==> src/rtl/seg_scan_pkg.sv <==
`default_nettype none
// ============================================================================
// Module      : seg_scan_pkg
// Description : Shared constants and types for the seven-segment scan driver.
//               Holds digit-code constants, the active-low segment patterns
//               ({g,f,e,d,c,b,a}) and the scan FSM state type.
// Revision    : 1.0 - initial release
// ============================================================================
package seg_scan_pkg;

    // Special digit codes understood by the decoder
    localparam logic [10:0] CODE_BLANK = 11'd10;
    localparam logic [10:0] CODE_DASH  = 11'd11;

    // Active-low segment patterns, bit order {g,f,e,d,c,b,a}
    localparam logic [6:0] SEG_OFF  = 7'h7F;
    localparam logic [6:0] SEG_DASH = 7'h3F;
    localparam logic [6:0] SEG_DIGIT [0:9] = '{
        7'h40, 7'h79, 7'h24, 7'h30, 7'h19,
        7'h12, 7'h02, 7'h78, 7'h00, 7'h10
    };

    typedef enum logic [0:0] {
        ST_GUARD = 1'b0,
        ST_SHOW  = 1'b1
    } scan_state_t;

endpackage
`default_nettype wire

==> src/rtl/seg7_decode.sv <==
`default_nettype none
// ============================================================================
// Module      : seg7_decode
// Description : Combinational 11-bit digit code to active-low 7-segment
//               pattern. 0-9 decimal digits, 11 dash, 10 and 12-2047 blank.
// Ports       : code - digit code
//               seg  - segments {g,f,e,d,c,b,a}, active-low
// Revision    : 1.0 - initial release
// ============================================================================
module seg7_decode
    import seg_scan_pkg::*;
(
    input  logic [10:0] code,
    output logic [6:0]  seg
);

    always_comb begin
        seg = SEG_OFF;
        case (code)
            11'd0:      seg = SEG_DIGIT[0];
            11'd1:      seg = SEG_DIGIT[1];
            11'd2:      seg = SEG_DIGIT[2];
            11'd3:      seg = SEG_DIGIT[3];
            11'd4:      seg = SEG_DIGIT[4];
            11'd5:      seg = SEG_DIGIT[5];
            11'd6:      seg = SEG_DIGIT[6];
            11'd7:      seg = SEG_DIGIT[7];
            11'd8:      seg = SEG_DIGIT[8];
            11'd9:      seg = SEG_DIGIT[9];
            CODE_BLANK: seg = SEG_OFF;
            CODE_DASH:  seg = SEG_DASH;
            default:    seg = SEG_OFF;
        endcase
    end

endmodule
`default_nettype wire

==> src/rtl/seg_scan_driver.sv <==
`default_nettype none
// ============================================================================
// Module      : seg_scan_driver
// Description : Time-multiplexed 8-digit seven-segment scan driver. Requests
//               a digit code via `light`, samples `num` at the end of an
//               anode-off guard interval, decodes it and lights one
//               active-low anode per scan slot.
// Config      : SEG_SCAN_BLINK_EN - when defined, builds the blink divider
//               and blanks digits selected by `blink_mask` on alternate
//               blink halves. When undefined `blink_mask` is ignored.
// Ports       : clk, rst_n    - clock, asynchronous active-low reset
//               light  [2:0]  - digit position requested (0 = leftmost)
//               num    [10:0] - digit code for `light` (combinational source)
//               blink_mask[7:0], dp_mask[7:0] - per-digit blink / dp enables
//               an [7:0], seg [6:0], dp - active-low display pins
// Revision    : 1.0 - initial release
// ============================================================================
module seg_scan_driver
    import seg_scan_pkg::*;
#(
    parameter int CLK_HZ    = 100_000_000,
    parameter int SCAN_HZ   = 1000,
    parameter int GUARD_CYC = 4,     // 1 <= GUARD_CYC <= P-2
    parameter int BLINK_HZ  = 2
)(
    input  logic        clk,
    input  logic        rst_n,
    output logic [2:0]  light,
    input  logic [10:0] num,
    input  logic [7:0]  blink_mask,
    input  logic [7:0]  dp_mask,
    output logic [7:0]  an,
    output logic [6:0]  seg,
    output logic        dp
);

    localparam int C_PERIOD = CLK_HZ / SCAN_HZ;
    localparam int C_PRE_W  = (C_PERIOD > 1) ? $clog2(C_PERIOD) : 1;
    localparam int C_GRD_W  = (GUARD_CYC > 1) ? $clog2(GUARD_CYC) : 1;
    localparam logic [C_PRE_W-1:0] C_PRE_LAST = C_PRE_W'(C_PERIOD - 1);
    localparam logic [C_GRD_W-1:0] C_GRD_LAST = C_GRD_W'(GUARD_CYC - 1);

    scan_state_t          r_state;
    scan_state_t          w_state_next;
    logic [C_PRE_W-1:0]   r_pre;
    logic [C_GRD_W-1:0]   r_gcnt;
    logic [2:0]           r_light;
    logic [10:0]          r_code;
    logic                 r_dp_bit;
    logic                 w_slot_tick;
    logic                 w_guard_last;
    logic                 w_blank;
    logic [6:0]           w_seg_dec;

    assign w_slot_tick  = (r_pre == C_PRE_LAST);
    assign w_guard_last = (r_gcnt == C_GRD_LAST);
    assign light        = r_light;

    // ------------------------------------------------------------------
    // FSM: state register
    // ------------------------------------------------------------------
    always_ff @(posedge clk or negedge rst_n) begin
        if (!rst_n) begin
            r_state <= ST_GUARD;
        end else begin
            r_state <= w_state_next;
        end
    end

    // ------------------------------------------------------------------
    // FSM: next-state logic
    // ------------------------------------------------------------------
    always_comb begin
        w_state_next = r_state;
        case (r_state)
            ST_GUARD: if (w_guard_last) w_state_next = ST_SHOW;
            ST_SHOW:  if (w_slot_tick)  w_state_next = ST_GUARD;
            default:  w_state_next = ST_GUARD;
        endcase
    end

    // ------------------------------------------------------------------
    // Slot prescaler, free running 0..P-1 independent of the FSM, so the
    // slot grid stays fixed relative to reset release.
    // ------------------------------------------------------------------
    always_ff @(posedge clk or negedge rst_n) begin
        if (!rst_n) begin
            r_pre <= '0;
        end else if (w_slot_tick) begin
            r_pre <= '0;
        end else begin
            r_pre <= r_pre + 1'b1;
        end
    end

    // Guard counter runs only in GUARD and is parked at zero otherwise,
    // so every guard interval starts counting from zero.
    always_ff @(posedge clk or negedge rst_n) begin
        if (!rst_n) begin
            r_gcnt <= '0;
        end else if ((r_state == ST_GUARD) && !w_guard_last) begin
            r_gcnt <= r_gcnt + 1'b1;
        end else begin
            r_gcnt <= '0;
        end
    end

    // Digit position advances when the slot ends; 3-bit add wraps 7 -> 0.
    always_ff @(posedge clk or negedge rst_n) begin
        if (!rst_n) begin
            r_light <= 3'd0;
        end else if ((r_state == ST_SHOW) && w_slot_tick) begin
            r_light <= r_light + 3'd1;
        end
    end

    // Display registers: `num` is only observed here, on the last guard
    // cycle, which keeps `num` off any direct path to the pins.
    always_ff @(posedge clk or negedge rst_n) begin
        if (!rst_n) begin
            r_code   <= CODE_BLANK;
            r_dp_bit <= 1'b0;
        end else if ((r_state == ST_GUARD) && w_guard_last) begin
            r_code   <= num;
            r_dp_bit <= dp_mask[r_light];
        end
    end

    seg7_decode u_decode (
        .code (r_code),
        .seg  (w_seg_dec)
    );

`ifdef SEG_SCAN_BLINK_EN
    localparam int C_HALF  = CLK_HZ / (2 * BLINK_HZ);
    localparam int C_BLK_W = (C_HALF > 1) ? $clog2(C_HALF) : 1;
    localparam logic [C_BLK_W-1:0] C_BLK_LAST = C_BLK_W'(C_HALF - 1);

    logic [C_BLK_W-1:0] r_blink_cnt;
    logic               r_blink_flag;

    always_ff @(posedge clk or negedge rst_n) begin
        if (!rst_n) begin
            r_blink_cnt  <= '0;
            r_blink_flag <= 1'b1;
        end else if (r_blink_cnt == C_BLK_LAST) begin
            r_blink_cnt  <= '0;
            r_blink_flag <= ~r_blink_flag;
        end else begin
            r_blink_cnt  <= r_blink_cnt + 1'b1;
        end
    end

    // Mask is applied live so edits take effect within the current slot.
    assign w_blank = ~r_blink_flag & blink_mask[r_light];
`else
    localparam logic [0:0] C_BLINK_TIE = 1'(BLINK_HZ);
    logic w_blink_unused;

    assign w_blink_unused = (^blink_mask) ^ C_BLINK_TIE[0];
    assign w_blank        = 1'b0;
`endif

    // ------------------------------------------------------------------
    // FSM: output logic. Driven only from registers (plus live blink mask);
    // GUARD forces all pins inactive so the anode is off whenever `light`
    // differs from the latched digit.
    // ------------------------------------------------------------------
    always_comb begin
        an  = 8'hFF;
        seg = SEG_OFF;
        dp  = 1'b1;
        if (r_state == ST_SHOW) begin
            seg = w_seg_dec;
            dp  = ~r_dp_bit;
            if (!w_blank) begin
                an = ~(8'h01 << r_light);
            end
        end
    end

endmodule
`default_nettype wire

==> config.mk <==
export PLATFORM = sky130hd
export DESIGN_NAME = seg_scan_driver
export DESIGN_NICKNAME = d
export VERILOG_FILES = /design/src/rtl/seg_scan_pkg.sv /design/src/rtl/seg7_decode.sv /design/src/rtl/seg_scan_driver.sv
export SDC_FILE = /design/constraint.sdc
export NUM_CORES = 1
export LEC_CHECK = 0
export CAP_MARGIN = 20
export CORE_MARGIN = 1.5
export CORE_UTILIZATION = 25
export CTS_CLUSTER_DIAMETER = 40
export CTS_CLUSTER_SIZE = 24
export DETAILED_ROUTE_END_ITERATION = 10
export PLACE_DENSITY = 0.46
export SLEW_MARGIN = 15
export SYNTH_ARGS = -nofsm -noshare
export SYNTH_HDL_FRONTEND = slang
export SYNTH_SLANG_ARGS = --single-unit
==> constraint.sdc <==
create_clock -name clk -period 2 [get_ports clk]
set_clock_uncertainty 0.2 [all_clocks]
set_input_delay 0.5 -clock clk [delete_from_list [all_inputs] [get_ports clk]]
set_output_delay 0.5 -clock clk [all_outputs]
set_load 0.01 [all_outputs]
==> results.md <==
- Setup-failing EPs final: 8
- Ys flop type: dfrtp_1
- Slew headroom: 0.7453
- Leakage power: roughly 1.3 nW
- Crit path capture type: output port
- I/O pin cnt: 48
- Seq/Total Area, Yosys: 0.4523
- Synth-to-Final Area Change: 50.64%
- Worst EP arrival: 1940 ps
- Top cells by area, synth: dfrtp_1 (43%), ha_1 (9.0%), mux2_2 (5.8%), nor2_1 (4.4%), xnor2_1 (4.1%)
- R2R Setup Slk: about 190 ps
- Clock transition at path regs: approximately 70 ps
- Total die area: between 0.008 and 0.009 mm²
- Achievable clock frequency: 378.9 MHz
- Critical path destination: seg[0]
- Top-count cell post-synth: dfrtp_1
- Fraction of layout cells with a size suffix above 1: 0.4000
- FF-to-FF path depth: 4
- Unrepaired setup endpoints after global routing: true
- Post-Route WL: around 4300 µm
- Highest net fanout along the worst path: 5
- Asr flop ratio synth: 1.000
- Vias: about 1500
- DRT antenna net count: 0
- Slowest CP cell: or4_4
- Num Clock Sinks: 35
- Vias in the first global route: around 1600
- H-tree Lvls: 2
- Post-synthesis register bit count: 35
- Core Region: 0.007370 mm²
- Final period utilization: 1.319
- Port Buffers: 39
- Worst setup path class: reg -> out
- Post-synthesis cell count: roughly 180
- Syn Area/Cell: between 10 and 15 µm²
- DP Area: ~0.0026 mm²
- Synth top area share: 0.4253
- Via density: ~4.2
- Overall Global Routing Usage: 0.1113
- Violated checks: setup timing
- Antenna Cells: 0
- Status: complete, but fails checks
- Post-synth top cells: dfrtp_1 (33), nor2_1 (23), nand2_1 (19)
- Startpoint types: register
- Initial cell density of the core: 0.2635
- TritonCTS Buffers: 5
- Number of synthesized flops with an enable pin: 0
- Wirelength per Cell: about 12 µm
- Reg-to-reg endpoint: light[1]$_DFFE_PN0P_
- Worst hold path stage count: 1
- First-pass GRT wire length: between 7000 and 8000 µm
- Synth cell types: 38
- Largest area contributor in the netlist: dfrtp_1
- CTS tree: built
- Final Hold Vio Count: 0
- PnR Total Power: approximately 0.0014 W
- Initial antenna violation count: 0
- Root Driver: clkbuf_8
- Hold Crit Class: reg -> reg
- Number of nets in the layout: roughly 310
- Die X: between 90 and 100 µm
- Tmin final: around 2600 ps
- Largest net degree at the start of global routing: 17
- Die Height: slightly above 90 µm
- Final HPWL DP: between 3000 and 4000 µm
- DRC: 0
- Cell Chain, Critical Path: or4_4 > nor4b_4 > and2_4 > buf_6 > o21ai_2 > buf_2
- Grt total ovfl: 0
- Routability Congestion: 0.7589
- Least-Margin Pin Slew: roughly 380 ps
- Max stage delay on crit path: roughly 540 ps
- Crit Reg-Reg Startpoint: r_pre[5]$_DFF_PN0_
- DR iter-0 viols: 54
- Slew Viols, Final: 0
- Max Cap Viol: 0
- Final WS setup: -639.0 ps
- Cell Area, Synth: between 0.0015 and 0.002 mm²
- Finished Cell Area: just under 0.003 mm²
- Clock buffer depth: 2
- Power Dens Cells: 483.1 mW/mm²
- Worst Setup SP: r_code[6]$_DFFE_PN0P_
- Row count: 31
- Post-Syn Nets: ~230
- Clk_lat worst skew: about 280 ps
- Drt first pass iters: 4
- Peak supply drop: about 0.00024 V
- Synth warnings: 0
- Critical Path RT: around 1300 ps
[metal layers]
metal	vias to the layer above	wire length [µm]	track usage
li1	783	-	-
met1	735	1998	0.1440
met2	23	2142	0.1766
met3	4	99	0.02680
met4	0	62	0.04688
met5	-	0	0
[worst min-delay path by stage]
stage	start	endpoint
6_report	r_gcnt[0]$_DFF_PN0_	r_gcnt[0]$_DFF_PN0_
5_1_grt	r_gcnt[0]$_DFF_PN0_	r_gcnt[0]$_DFF_PN0_
4_1_cts	r_gcnt[0]$_DFF_PN0_	r_gcnt[0]$_DFF_PN0_
3_5_place_dp	r_gcnt[0]$_DFF_PN0_	r_gcnt[0]$_DFF_PN0_
3_3_place_gp	r_gcnt[0]$_DFF_PN0_	r_gcnt[0]$_DFF_PN0_
2_1_floorplan	rst_n	light[0]$_DFFE_PN0P_
[logic make-up after synthesis]
group | after synthesis | synth area share
buffers and inverters | 13 | 0.03092
DFF | 35 | 0.4523
AOI/OAI and AO/OA | 14 | 0.04382
muxes | 15 | 0.09665
and+or+nand+nor | 77 | 0.2184
adders and majority gates | 14 | 0.09021
xor gates and xnor gates | 15 | 0.06766
[what timing repair did]
item,4_1_cts,5_1_grt
hold buffers,1,0
endpoints found under the hold margin,14,0
pin swaps,4,5
gates resized for setup,91,16
buffers inserted,9,3
setup endpoints to repair,19,16
[state kept, by name (all words and copies together) (netlist names)]
signal,count
r_gcnt,2
light,3
r_pre,17
r_dp_bit,1
r_state,1
r_code,11
[cell usage in the layout, fill, tap and decap left out, types with 2 or more instances in the layout]
cell	synthesis	final
clkdlybuf4s50_1	0	19
mux2i_1	3	3
nand4_1	5	5
nand3_2	0	2
nor3_1	3	3
mux4_2	2	2
ha_4	0	6
inv_2	0	2
dfrtp_1	33	33
mux2_2	10	10
buf_4	0	32
nand2_2	2	6
nor2_1	23	22
xor2_1	6	6
xnor2_1	9	9
o21ai_2	3	4
dfstp_2	2	2
buf_2	1	8
o21ai_0	6	5
dlygate4sd2_1	0	3
nand2_1	19	15
inv_1	8	5
buf_6	0	15
nand3_1	7	5
and4_1	2	2
nor2b_1	3	3
a21oi_1	3	3
clkbuf_8	1	7
ha_1	14	8
[metrics by stage]
stage / utilization / setup TNS (ps) / setup WS [ps] / std cells / hold WS [ps]
floorplan: - / -605.5 / -119.3 / 183 / 4.409
global placement: 0.3560 / -4442 / -588.1 / 343 / 222.0
detailed placement: 0.3560 / -4510 / -604.9 / 343 / 215.8
CTS: 0.3835 / -4638 / -725.5 / 361 / 228.7
global route: 0.3969 / -4700 / -720.3 / 364 / 277.8
finish: 0.3969 / -4059 / -639.0 / 364 / 226.0
[final cells by class]
class	count	area (µm²)
clock buffer	8	100.1
fill	760	4444
inverter	8	32.53
multi-input combinational	135	1110
sequential	35	878.3
tap	99	123.9
timing repair buffer	79	680.7
[power breakdown]
part | internal [W] | total, W | switching [W] | leakage [nW]
clock | 0.000314 | 0.000561 | 0.000246 | 0.0515
combinational | 0.0000736 | 0.000121 | 0.0000473 | 0.774
sequential | 0.000722 | 0.000732 | 0.00000999 | 0.439
[worst max-delay path, delay by kind of cell (launching register included)]
kind / cells / cell delay (ps)
simple gates: 3 / 1020
flops: 1 / 370
buf+inv: 2 / 230
compound gates: 1 / 30
Power figures use the tool's default switching activity.
